<file path="config.mk">
export PLATFORM = sky130hd
export DESIGN_NAME = register_file_flat
export DESIGN_NICKNAME = d
export VERILOG_FILES = /design/src/rtl/register_file_if.sv /design/src/rtl/register_file.sv /design/src/flat_wrapper.sv
export SDC_FILE = /design/constraint.sdc
export NUM_CORES = 1
export LEC_CHECK = 0
export CAP_MARGIN = 20
export CORE_MARGIN = 2
export CORE_UTILIZATION = 55
export CTS_CLUSTER_DIAMETER = 120
export DETAILED_ROUTE_END_ITERATION = 12
export PLACE_DENSITY_LB_ADDON = 0.2
export SYNTH_ARGS = -nofsm -noshare
export SYNTH_HDL_FRONTEND = slang
export SYNTH_SLANG_ARGS = --single-unit
</file>
<file path="constraint.sdc">
create_clock -name clk -period 3.2 [get_ports clk]
set_input_delay 0.64 -clock clk [delete_from_list [all_inputs] [get_ports clk]]
set_output_delay 0.64 -clock clk [all_outputs]
set_load 0.02 [all_outputs]
</file>
<file path="src/rtl/register_file_if.sv">
// Bus bundle between the decode/issue/write-back logic and the register file.
// master = pipeline side (drives addresses, enables, write-back data),
// slave  = register file (returns read data, hazard and busy vector).
interface register_file_if #(
   parameter int DATA_W = 16,
   parameter int ADDR_W = 4
);
   // Read ports
   logic [ADDR_W-1:0]          SrcReg1;
   logic [ADDR_W-1:0]          SrcReg2;
   logic                       UseSrc1;
   logic                       UseSrc2;
   logic [DATA_W-1:0]          SrcData1;
   logic [DATA_W-1:0]          SrcData2;
   // Write-back port
   logic                       WriteReg;
   logic [ADDR_W-1:0]          DstReg;
   logic [DATA_W-1:0]          DstData;
   // Issue / scoreboard
   logic                       IssueValid;
   logic [ADDR_W-1:0]          IssueDst;
   logic                       Hazard;
   logic [(1<<ADDR_W)-1:0]     BusyVec;

   modport master (
      output SrcReg1, SrcReg2, UseSrc1, UseSrc2,
      output WriteReg, DstReg, DstData,
      output IssueValid, IssueDst,
      input  SrcData1, SrcData2, Hazard, BusyVec
   );

   modport slave (
      input  SrcReg1, SrcReg2, UseSrc1, UseSrc2,
      input  WriteReg, DstReg, DstData,
      input  IssueValid, IssueDst,
      output SrcData1, SrcData2, Hazard, BusyVec
   );
endinterface

</file>
<file path="src/rtl/register_file.sv">
// 16 x 16-bit architectural register file with write-back bypass and a
// one-bit-per-register pending-write scoreboard for RAW hazard detection.
// R0 reads as zero, ignores writes and is never marked busy.
module register_file #(
   parameter int DATA_W = 16,
   parameter int ADDR_W = 4
) (
   input  logic           clk,
   input  logic           rst,
   register_file_if.slave rf
);
   localparam int NREG = 1 << ADDR_W;

   logic [DATA_W-1:0] regs_q [NREG];
   logic [DATA_W-1:0] regs_d [NREG];
   logic [NREG-1:0]   busy_q;
   logic [NREG-1:0]   busy_d;

   logic              wr_en_s;
   logic              iss_en_s;
   logic [DATA_W-1:0] src_data1_s;
   logic [DATA_W-1:0] src_data2_s;
   logic              haz1_s;
   logic              haz2_s;

   // Qualified write-back and issue strobes; R0 is excluded from both.
   always_comb begin
      wr_en_s  = rf.WriteReg   && (rf.DstReg   != {ADDR_W{1'b0}});
      iss_en_s = rf.IssueValid && (rf.IssueDst != {ADDR_W{1'b0}});
   end

   // Next state of the array and scoreboard; issue (newer producer) beats write-back clear.
   always_comb begin
      for (int r = 0; r < NREG; r++) begin
         regs_d[r] = regs_q[r];
         busy_d[r] = busy_q[r];
         if (r == 0) begin
            regs_d[r] = {DATA_W{1'b0}};
            busy_d[r] = 1'b0;
         end else if (iss_en_s && (rf.IssueDst == ADDR_W'(r))) begin
            busy_d[r] = 1'b1;
            if (wr_en_s && (rf.DstReg == ADDR_W'(r))) begin
               regs_d[r] = rf.DstData;
            end else begin
               regs_d[r] = regs_q[r];
            end
         end else if (wr_en_s && (rf.DstReg == ADDR_W'(r))) begin
            busy_d[r] = 1'b0;
            regs_d[r] = rf.DstData;
         end else begin
            busy_d[r] = busy_q[r];
            regs_d[r] = regs_q[r];
         end
      end
   end

   // State registers with synchronous reset that also discards any same-cycle write or issue.
   always_ff @(posedge clk) begin
      if (rst) begin
         for (int r = 0; r < NREG; r++) begin
            regs_q[r] <= {DATA_W{1'b0}};
         end
         busy_q <= {NREG{1'b0}};
      end else begin
         for (int r = 0; r < NREG; r++) begin
            regs_q[r] <= regs_d[r];
         end
         busy_q <= busy_d;
      end
   end

   // Read ports: array data, overridden by same-cycle write-back data on an address match.
   always_comb begin
      if (wr_en_s && (rf.DstReg == rf.SrcReg1)) begin
         src_data1_s = rf.DstData;
      end else begin
         src_data1_s = regs_q[rf.SrcReg1];
      end
      if (wr_en_s && (rf.DstReg == rf.SrcReg2)) begin
         src_data2_s = rf.DstData;
      end else begin
         src_data2_s = regs_q[rf.SrcReg2];
      end
   end

   // RAW hazard from registered busy bits only; a matching write-back this cycle resolves it.
   always_comb begin
      haz1_s = rf.UseSrc1 && (rf.SrcReg1 != {ADDR_W{1'b0}}) && busy_q[rf.SrcReg1]
               && !(rf.WriteReg && (rf.DstReg == rf.SrcReg1));
      haz2_s = rf.UseSrc2 && (rf.SrcReg2 != {ADDR_W{1'b0}}) && busy_q[rf.SrcReg2]
               && !(rf.WriteReg && (rf.DstReg == rf.SrcReg2));
   end

   assign rf.SrcData1 = src_data1_s;
   assign rf.SrcData2 = src_data2_s;
   assign rf.Hazard   = haz1_s | haz2_s;
   assign rf.BusyVec  = busy_q;

endmodule

</file>
<file path="src/flat_wrapper.sv">
// flat-port wrapper written by rule: the top's interface ports become plain ports
module register_file_flat 
#(
   parameter int DATA_W = 16,
   parameter int ADDR_W = 4
)
  (clk, rst, rf_SrcReg1, rf_SrcReg2, rf_UseSrc1, rf_UseSrc2, rf_WriteReg, rf_DstReg, rf_DstData, rf_IssueValid, rf_IssueDst, rf_SrcData1, rf_SrcData2, rf_Hazard, rf_BusyVec);
  register_file_if #(.DATA_W(DATA_W), .ADDR_W(ADDR_W)) rf_i ();
  input  logic clk;
  input  logic rst;
  input wire logic [$bits(rf_i.SrcReg1)-1:0] rf_SrcReg1;
  input wire logic [$bits(rf_i.SrcReg2)-1:0] rf_SrcReg2;
  input wire logic [$bits(rf_i.UseSrc1)-1:0] rf_UseSrc1;
  input wire logic [$bits(rf_i.UseSrc2)-1:0] rf_UseSrc2;
  input wire logic [$bits(rf_i.WriteReg)-1:0] rf_WriteReg;
  input wire logic [$bits(rf_i.DstReg)-1:0] rf_DstReg;
  input wire logic [$bits(rf_i.DstData)-1:0] rf_DstData;
  input wire logic [$bits(rf_i.IssueValid)-1:0] rf_IssueValid;
  input wire logic [$bits(rf_i.IssueDst)-1:0] rf_IssueDst;
  output wire logic [$bits(rf_i.SrcData1)-1:0] rf_SrcData1;
  output wire logic [$bits(rf_i.SrcData2)-1:0] rf_SrcData2;
  output wire logic [$bits(rf_i.Hazard)-1:0] rf_Hazard;
  output wire logic [$bits(rf_i.BusyVec)-1:0] rf_BusyVec;
  assign rf_i.SrcReg1 = rf_SrcReg1;
  assign rf_i.SrcReg2 = rf_SrcReg2;
  assign rf_i.UseSrc1 = rf_UseSrc1;
  assign rf_i.UseSrc2 = rf_UseSrc2;
  assign rf_i.WriteReg = rf_WriteReg;
  assign rf_i.DstReg = rf_DstReg;
  assign rf_i.DstData = rf_DstData;
  assign rf_i.IssueValid = rf_IssueValid;
  assign rf_i.IssueDst = rf_IssueDst;
  assign rf_SrcData1 = rf_i.SrcData1;
  assign rf_SrcData2 = rf_i.SrcData2;
  assign rf_Hazard = rf_i.Hazard;
  assign rf_BusyVec = rf_i.BusyVec;
  register_file #(.DATA_W(DATA_W), .ADDR_W(ADDR_W)) u_core (.clk(clk), .rst(rst), .rf(rf_i));
endmodule
</file>
==> key figures <==
Run status
  • Status: finished with violations
  • Failing checks: setup timing

Synth
  • Seq/Total Area, Yosys: a little under three fifths
  • Synth area leader: edfxtp_1
  • Post-synthesis register bit count: about 260
  • Mean Syn Cell Area: 13.8 µm²
  • Yosys top cell area share: around 53%
  • Synth Cell Area: roughly 13000 µm²
  • Post-synth EDFFs: 240
  • Yosys warns: 0
  • Post-Syn Instances: around 980
  • Ranking of synthesized cells by area: edfxtp_1 53%, mux4_2 16%, mux2_2 5.1%
  • Async set or reset register ratio after synthesis: 0%
  • Mapped Nets: about 1000
  • Top cells by count, synth: 240 x edfxtp_1, 148 x nor2_1, 97 x mux4_2
  • Library cells used by synthesis: 53
  • Top FF cell, synth: edfxtp_1
  • Most frequent cell after synthesis: edfxtp_1

Die
  • Die W: 161 µm
  • I/O pin count: 87
  • DIE AREA: ~26000 µm²
  • Starting Density: about 56%
  • Row count: 57
  • Core ar.: between 20000 and 25000 µm²
  • Die height: 161 µm

Critical path
  • Critical Path, Cell by Cell: buf_4 > buf_4 > mux2_2 > a221oi_1 > o32ai_1 > o32a_1 > dlygate4sd2_1
  • Most used cell, CP: buf_4
  • Critical Path Slowest Stage Cell: a221oi_1
  • Origin of the critical flop-to-flop path: u_core.rf.BusyVec[4]
  • CP Max Fanout: 12
  • CP required: roughly 2600 ps
  • Kind of critical path: in2out
  • Reg-to-reg endpoint: u_core.rf.BusyVec[4]
  • Worst reg-to-reg path cell count: 2
  • Crit path DAT: about 2600 ps
  • Crit end category: output port
  • Reg2Reg Setup Slack: between 2000 and 2500 ps
  • Critical Path Max Stage Delay: approximately 350 ps
  • Worst Setup Start Kind: input port

Timing
  • FMAX: slightly above 300 MHz
  • Pins Over Slew Limit: 0
  • Worst slew margin: between 40% and 50%
  • Final critical-path share of the clock period: 100%
  • Final setup violation count: 1
  • RSZ-0062 raised after global routing: true
  • Setup slack after layout: -11.7 ps
  • Final hold vios: 0
  • Hold_ws: between 500 and 600 ps
  • Slew @ Worst Pin: approximately 850 ps
  • Min Tclk post-route: 3210 ps
  • Setup Skew: 0 ps

Detailed routing
  • Routed vias/inst: between 6 and 7
  • Vias: between 9000 and 10000
  • Wire per inst: between 20 and 30 µm
  • Routed Antenna Nets: 0
  • DR iter-0 viols: 1297
  • Pre-antenna DRT Iters: 7
  • WL final: approximately 42 mm
  • Remaining DRCs: 0

Global route
  • Number of global-route vias before repair: ~9900
  • First-pass GRT wire length: 62.2 mm
  • Largest net degree at the start of global routing: 36
  • Total grt overflow: 0
  • Initial antenna violation count: 0
  • Gr usage total: about a third

Finish
  • Layout cell share with drive strength beyond 1: between 30% and 40%
  • Nets@finish: 1188
  • Final Cell Area: ~17000 µm²
  • Multi-input logic area: between 5000 and 6000 µm²
  • Fillers: 1668
  • Area grow syn2layout: 22.9%
  • ANT cells: 0
  • Register Area: roughly 7500 µm²

Clock tree
  • CTS max path bufs: 3
  • CTS tree: built
  • CTS H-tree depth: 1
  • Worst skew pair latency: around 540 ps
  • Reg clk slew, reported paths: 60 ps
  • Post-CTS Hold Buffers: 0
  • CTS sink cnt: roughly 260
  • Number of CTS-inserted buffers: 27
  • CTS root buffer: clkbuf_16

Pwr
  • PwrDens: roughly 520 nW/µm²
  • Worst vdd ir: slightly above 0.5 mV
  • Leak: just under 6 nW

Placement
  • DP Wirelength: between 20 and 30 mm
  • PortBufs: 85
  • Placed Area: between 15000 and 20000 µm²
  • Dpl ws: -522 ps
  • Gpl congestion: 0.986

Min path
  • Hold Crit Start: u_core.rf.BusyVec[14]
  • Hold worst-path end: u_core.rf.BusyVec[14]
  • Hold WC Path Type: reg2reg
  • WHS Path Cells: 2

Flow run
  • Number of max-cap violations: 0
## stage by stage
| step | setup TNS, ps | power [mW] | cells | utilization (%) |
|---|---|---|---|---|
| finish | -11.7 | 8.66 | 1494 | 68.5 |
| CTS | 0 | 8.64 | 1491 | 68.4 |
| detailed placement | -11540 | 5.56 | 1438 | 64.5 |
| global route | -8.12 | 8.88 | 1494 | 68.5 |
| global placement | -11440 | 5.53 | 1438 | 64.5 |
| floorplan | 0 | 4.86 | 979 | - |
## kinds of logic (layout without fill, tap and decap cells)
logic type,Yosys count,count (layout),share of synthesized area (%)
other cells,1,1,0.0278
mux,181,181,23.1
buf+inv,108,299,3.97
compound gates,110,110,6.49
xor+xnor,6,6,0.390
flops,255,255,55.7
simple gates,318,318,10.4
## flip-flops by register name, summed over array words and instances (netlist names)
signal and flops:
u_core.rf.BusyVec 15, u_core.regs_q 240
## report_power, final
| part | internal, mW | leakage (nW) | switching [mW] |
|---|---|---|---|
| logic | 0.700 | 3.08 | 0.799 |
| clock network | 1.88 | 0.422 | 1.28 |
| registers | 3.89 | 2.43 | 0.113 |
## how the worst max path moves through the flow
| stage | start | end | slack [ps] | cells past startpoint |
|---|---|---|---|---|
| after floorplan | rf_DstReg[2] | rf_SrcData2[0] | 370 | 7 |
| after global placement | rf_DstReg[0] | rf_SrcData2[9] | -520 | 8 |
| after detailed placement | rf_DstReg[0] | rf_SrcData2[9] | -520 | 8 |
| after CTS | rf_SrcReg2[2] | rf_SrcData2[1] | 0.5 | 7 |
| after global routing | rf_SrcReg1[1] | rf_SrcData1[1] | -6 | 7 |
| final | rf_SrcReg1[1] | rf_SrcData1[1] | -10 | 7 |
## routing by layer
| metal | GRT usage [%] | part of all wire (%) | vias to the layer above |
|---|---|---|---|
| met5 | 0 | 0 | - |
| met4 | 11.7 | 3.3 | 0 |
| met3 | 9.07 | 12 | 98 |
| met2 | 50.8 | 46 | 681 |
| met1 | 45.7 | 39 | 4963 |
| li1 | - | - | 4157 |
## layout by cell type (no fill, tap or decap), drive strengths merged, types with 4 or more instances in the layout
master / netlist / routed
clkdlybuf4s15: 0 / 12
o211ai: 17 / 17
nand2: 79 / 79
dfxtp: 15 / 15
mux2i: 20 / 20
mux2: 64 / 64
clkbuf: 33 / 36
o21ai: 4 / 4
bufinv: 0 / 4
a221oi: 13 / 13
xnor2: 6 / 6
nor3b: 4 / 4
or3: 13 / 13
dlygate4sd2: 0 / 19
nor3: 30 / 30
o22ai: 6 / 6
nand3: 4 / 4
edfxtp: 240 / 240
nand2b: 4 / 4
a221o: 18 / 18
nor2b: 23 / 23
clkinv: 1 / 7
nor2: 148 / 148
mux4: 97 / 97
clkdlybuf4s50: 0 / 42
inv: 28 / 30
a32o: 8 / 8
buf: 46 / 146
a31oi: 28 / 28
## critical path, delay by kind of cell
family                 cells  cell delay (ps)
AOI/OAI and AO/OA          3              810
buffers and inverters      3              780
muxes                      1              320
## cell type report
cell class,instances,area share (%)
timing repair buffer,221,13.2
sequential,255,45.3
multi-input combinational,616,33.1
inverter,29,0.657
clock inverter,14,1.07
tap,324,2.45
clock buffer,35,4.26
## timing repair
| item | in CTS | in global routing |
|---|---|---|
| endpoints found under the setup margin | 33 | 17 |
| gates resized for setup | 82 | 12 |
| pin swaps | 1 | 0 |
| setup buffers | 4 | 3 |
Power figures use the tool's default switching activity.
